File: config.mk
export PLATFORM = sky130hd
export DESIGN_NAME = alu_rr_sched
export DESIGN_NICKNAME = d
export VERILOG_FILES = /design/src/rtl/alu_rr_sched.sv
export SDC_FILE = /design/constraint.sdc
export NUM_CORES = 1
export LEC_CHECK = 0
export ABC_AREA = 1
export CELL_PAD_IN_SITES_DETAIL_PLACEMENT = 1
export CELL_PAD_IN_SITES_GLOBAL_PLACEMENT = 1
export CORE_AREA = 3 3 80 82
export CTS_CLUSTER_DIAMETER = 60
export DETAILED_ROUTE_END_ITERATION = 10
export DIE_AREA = 0 0 83 85
export PLACE_DENSITY = 0.73
export SYNTH_ARGS = -nofsm -noshare
export SYNTH_HDL_FRONTEND = slang
export SYNTH_SLANG_ARGS = --single-unit
export TNS_END_PERCENT = 5
File: constraint.sdc
create_clock -name clk -period 2.1 [get_ports clk]
set_input_delay 0.42 -clock clk [delete_from_list [all_inputs] [get_ports clk]]
set_output_delay 0.42 -clock clk [all_outputs]
set_load 0.03 [all_outputs]
File: src/rtl/alu_rr_sched.sv
`default_nettype none
// +----------------------------------------------------------------------------+
// | Module      : alu_rr_sched                                                 |
// | Description : Round-robin scheduler that time-shares one pipelined 4-bit   |
// |               ALU among NUM_REQ requesters. It sequences the ALU operand   |
// |               and output enables, then returns each result tagged with the |
// |               requester ID over a valid/ready channel.                     |
// |               Optional macro ALU_SCHED_B2B_EN: grant the next request in   |
// |               the RESP cycle so operations run back to back (4 cycles/op). |
// | Revision    : 1.0 - initial release                                        |
// +----------------------------------------------------------------------------+
module alu_rr_sched #(
   parameter int NUM_REQ = 4,
   parameter int DW      = 4,
   localparam int IDW    = $clog2(NUM_REQ)
) (
   input  logic                  clk,
   input  logic                  rst,
   input  logic [NUM_REQ-1:0]    req_valid,
   output logic [NUM_REQ-1:0]    req_ready,
   input  logic [NUM_REQ*DW-1:0] req_a,
   input  logic [NUM_REQ*DW-1:0] req_b,
   input  logic [NUM_REQ*2-1:0]  req_op,
   output logic                  rsp_valid,
   input  logic                  rsp_ready,
   output logic [DW-1:0]         rsp_data,
   output logic [IDW-1:0]        rsp_id,
   output logic                  alu_en_i,
   output logic                  alu_en_o,
   output logic [1:0]            alu_select_op,
   output logic [DW-1:0]         alu_a,
   output logic [DW-1:0]         alu_b,
   input  logic [DW-1:0]         alu_out,
   output logic                  busy
);

   localparam logic [2:0] S_IDLE = 3'd0;
   localparam logic [2:0] S_LOAD = 3'd1;
   localparam logic [2:0] S_EXEC = 3'd2;
   localparam logic [2:0] S_CAPT = 3'd3;
   localparam logic [2:0] S_RESP = 3'd4;

   localparam logic [NUM_REQ-1:0] ONE_HOT_0 = {{(NUM_REQ-1){1'b0}}, 1'b1};

   logic [2:0]     state;
   logic [IDW-1:0] ptr;
   logic [IDW-1:0] grant_idx;
   logic           grant_found;
   logic           accept;
   int             cand;

   // Pick the first valid requester at or after the pointer, wrapping around.
   // Scanning from the farthest offset down lets the nearest one win.
   always_comb begin
      grant_found = 1'b0;
      grant_idx   = '0;
      cand        = 0;
      for (int k = NUM_REQ - 1; k >= 0; k--) begin
         cand = int'(ptr) + k;
         if (cand >= NUM_REQ) begin
            cand = cand - NUM_REQ;
         end
         if (req_valid[cand]) begin
            grant_found = 1'b1;
            grant_idx   = IDW'(cand);
         end
      end
   end

`ifdef ALU_SCHED_B2B_EN
   // A new grant may overlap the response handshake of the previous op.
   assign accept = grant_found &&
                   ((state == S_IDLE) || ((state == S_RESP) && rsp_ready));
`else
   assign accept = grant_found && (state == S_IDLE);
`endif

   assign req_ready = accept ? (ONE_HOT_0 << grant_idx) : '0;
   assign alu_en_i  = (state == S_LOAD);
   assign alu_en_o  = (state == S_EXEC);
   assign busy      = (state != S_IDLE);

   // Sequence the ALU pipeline, capture the result and hold it until taken;
   // latch the granted operands and advance the pointer on every accept.
   always_ff @(posedge clk or posedge rst) begin
      if (rst) begin
         state         <= S_IDLE;
         ptr           <= '0;
         rsp_valid     <= 1'b0;
         rsp_data      <= '0;
         rsp_id        <= '0;
         alu_select_op <= 2'b00;
         alu_a         <= '0;
         alu_b         <= '0;
      end else begin
         case (state)
            S_IDLE: begin
               if (accept) begin
                  state <= S_LOAD;
               end
            end
            S_LOAD: state <= S_EXEC;
            S_EXEC: state <= S_CAPT;
            S_CAPT: begin
               rsp_data  <= alu_out;
               rsp_valid <= 1'b1;
               state     <= S_RESP;
            end
            S_RESP: begin
               if (rsp_ready) begin
                  rsp_valid <= 1'b0;
                  state     <= accept ? S_LOAD : S_IDLE;
               end
            end
            default: state <= S_IDLE;
         endcase

         if (accept) begin
            alu_a         <= req_a[int'(grant_idx)*DW +: DW];
            alu_b         <= req_b[int'(grant_idx)*DW +: DW];
            alu_select_op <= req_op[int'(grant_idx)*2 +: 2];
            rsp_id        <= grant_idx;
            if (grant_idx == IDW'(NUM_REQ - 1)) begin
               ptr <= '0;
            end else begin
               ptr <= grant_idx + 1'b1;
            end
         end
      end
   end

endmodule
`default_nettype wire
==> out/results.ini <==
[drt]
ant_nets=0
routedWlPerCell_um=15.9
via_count=1799
via_per_inst=4.65
drt-pass1-iter-count=4
drc_errors=0
wl_mm=6.16
drtIter0Drc=50

[yosys]
synthesis.area_mm2=0.00152
syn_avg_cell_area_um2=7.06
yosysTopAreaCellShare=0.362
syn_inst=215
ys_warn_count=0
synthArstFlopShare=1.00
synthXorXnorAreaFrac=0.00577
syn_nets=270
synth-adder-area-share=0.0329
synth.area.mux_share=0.0297
yosys.area_share.simple=0.421
synthFlopType=dfrtp_1
synth_area_leaders=dfrtp_1 36%, nand3_1 19%, nand2_1 16%, inv_1 4.7%, ha_1 3.3%
yosys.area.top_type=dfrtp_1
synth_edf_count=0
synth_compound_area_frac=0.0395
synth-seq-cells=22
synth_top_family_by_area=simple AND/OR/NAND/NOR gates
ys_types=23
yosysSeqAreaShare=0.362

[global_route]
grt_pass1_vias=1936
antenna_found_initial=0
grt_pass1_wl_mm=9.63
grt_usage=0.166
grt_overflow=0
grt_start_max_net_pins=23

[setup_path]
crit_slowest_cell=dfrtp_2
max_stage_delay_ps=480
cp.arrival_ps=2020
crit_chain=buf_12 > xnor2_4 > nand2_2 > nand3_4 > nand2_4 > nand2_4 > nand2_8 > inv_8 > ha_4 > inv_1 > nor2_2 > buf_6
critPathCaptureType=output pin
crit_type=reg -> out
crit_fanout=5
crit_path_frequent_cell=nand2_4
crit_required_ps=1680
startpoint_type=flop

[layout]
drive_above_1_share=0.298
diodes=0
nFillCells=710
area_growth_pct=89.8
stdcell_count=387
nets=369

[pwr]
ir_worst_vdd_v=0.00103
p_int_w=0.00287
p_clk_frac=0.043
p_per_area_mw_per_mm2=2050
pwr-share-comb=0.818
p_sw_frac=0.515
seqPwrFrac=0.139
leakagePower_nw=1.35
finalPower_w=0.00592
power_switching_w=0.00305

[placement]
place_inst=372
dp.final_hpwl_mm=4.06
gp_congestion=0.757
port_buffers=74

[status]
outcome=finished with violations
violations=setup timing

[cts]
clock-sinks=22
path_clk_slew_ps=80
cts_tree=done
clockRootBuffer=clkbuf_8
htree_levels=1
cts_buffers=3
clk_latency_ps=250
clock_path_buffers=2
ctsHoldBuffers=0

[timing]
max_slew_margin=0.760
finClkSkew_ps=4.22
post-route-period-util=1.16
worst_pin_slew_ps=358
timing.hold.ws_ps=493
drv_slew=0
setup_viol=17
fin_crit_ps=2440
rsz0062_at_grt=true
finalHoldViolations=0
setup_slack_ps=-339
fmax_ghz=0.410

[job]
max_cap_viol_count=0

[die]
die_w_um=83
start_util=0.261
placementRows=28
num_io_pins=75
die_area_mm2=0.00706
fp.dieH_um=85
coreArea_mm2=0.00582

[worst_hold_path]
holdCritPathClass=in -> async

==> cell usage in the layout (no fill, tap or decap), types with 4 or more instances in the layout <==
cell type        count
buf_4               27
dlygate4sd2_1        4
nand2_4              4
inv_2                8
o21ai_0              5
inv_1               11
dfrtp_1             20
ha_4                 4
nand3_4              4
mux2_2               4
nand2_2             11
clkdlybuf4s50_1     63
nor2_1               6
nand2_1             50
buf_6                5
nand3_1             52
==> repair_timing <==
action                     in CTS  in global routing
pin swaps                      20                 12
setup endpoints to repair       5                 20
gates resized for setup        54                 28
setup buffers                   7                  4
cloned                          1                  0
==> cells in the mapped netlist (2+ instances only) <==
library cell and n:
buf_2 6, nand3_1 57, inv_1 19, o21ai_1 2
nand3_2 2, buf_6 3, ha_1 4, nor2_1 10
inv_2 4, o21ai_0 5, buf_4 2, dfrtp_1 22
nand2_1 64, mux2_2 4, nand2_2 3
==> sequential cells by signal (all words and copies together) (netlist names) <==
signal         count
rsp_data           4
ptr                2
alu_b              4
rsp_id             2
rsp_valid          1
alu_a              4
alu_select_op      2
state              3
==> power by group through the flow <==
stage,Combinational (W),Sequential [W],Clock [W]
global placement,0.00345,0.000788,0
CTS,0.00421,0.000822,0.000257
global route,0.00524,0.000861,0.000283
finish,0.00484,0.000826,0.000253
floorplan,0.00201,0.00109,0
detailed placement,0.00355,0.000801,0
==> worst paths after layout <==
| kind | startpoint | endpoint | slack, ps | depth (start not counted) |
|---|---|---|---|---|
| min in group clk | alu_a[2] | alu_a[2] | 490 | 2 |
| max in group asynchronous | rst | ptr[0] | 1360 | 3 |
| max reg2reg | ptr[0] | ptr[0] | -120 | 12 |
| min reg2reg | alu_a[2] | alu_a[2] | 490 | 2 |
| max | ptr[0] | req_ready[0] | -340 | 12 |
| min | rst | alu_a[2] | 490 | 3 |
==> stage by stage <==
step	TNS (ps)	utilization	instance area, µm²	setup WS, ps
finish	-1990	0.496	2880	-339
CTS	-1100	0.470	2740	-287
global route	-3880	0.496	2880	-420
global placement	-3210	0.417	2430	-372
detailed placement	-4580	0.417	2430	-495
floorplan	-144	-	1530	-92.7
==> cells by family (layout without fill, tap and decap cells) <==
group / Yosys count / after routing
XOR/XNOR: 1 / 1
adder cells (fa/ha/maj): 4 / 4
multiplexers: 4 / 4
AND/OR/NAND/NOR: 139 / 139
buffers and inverters: 34 / 131
AO/OA/AOI/OAI: 11 / 11
flip-flops: 22 / 22
==> worst max-delay path, delay by kind of cell, from the launching register on <==
| family | cells | cell delay (ps) |
|---|---|---|
| XOR/XNOR | 1 | 200 |
| adder cells (fa/ha/maj) | 1 | 120 |
| flip-flops | 1 | 480 |
| AND/OR/NAND/NOR | 6 | 530 |
| buffers and inverters | 4 | 420 |
==> metal layers <==
metal,GRT usage,wire length (µm)
met5,0,0
met4,0.0550,72
met3,0.0223,266
met2,0.291,3250
met1,0.212,2560
==> layout make-up <==
cell class | instances | area, µm² | area share
tap | 75 | 93.8 | 0.0326
inverter | 23 | 104 | 0.0360
multi-input combinational | 159 | 1060 | 0.368
sequential | 22 | 553 | 0.192
timing repair buffer | 105 | 1030 | 0.357
clock buffer | 3 | 41.3 | 0.0143
Power figures use the tool's default switching activity.
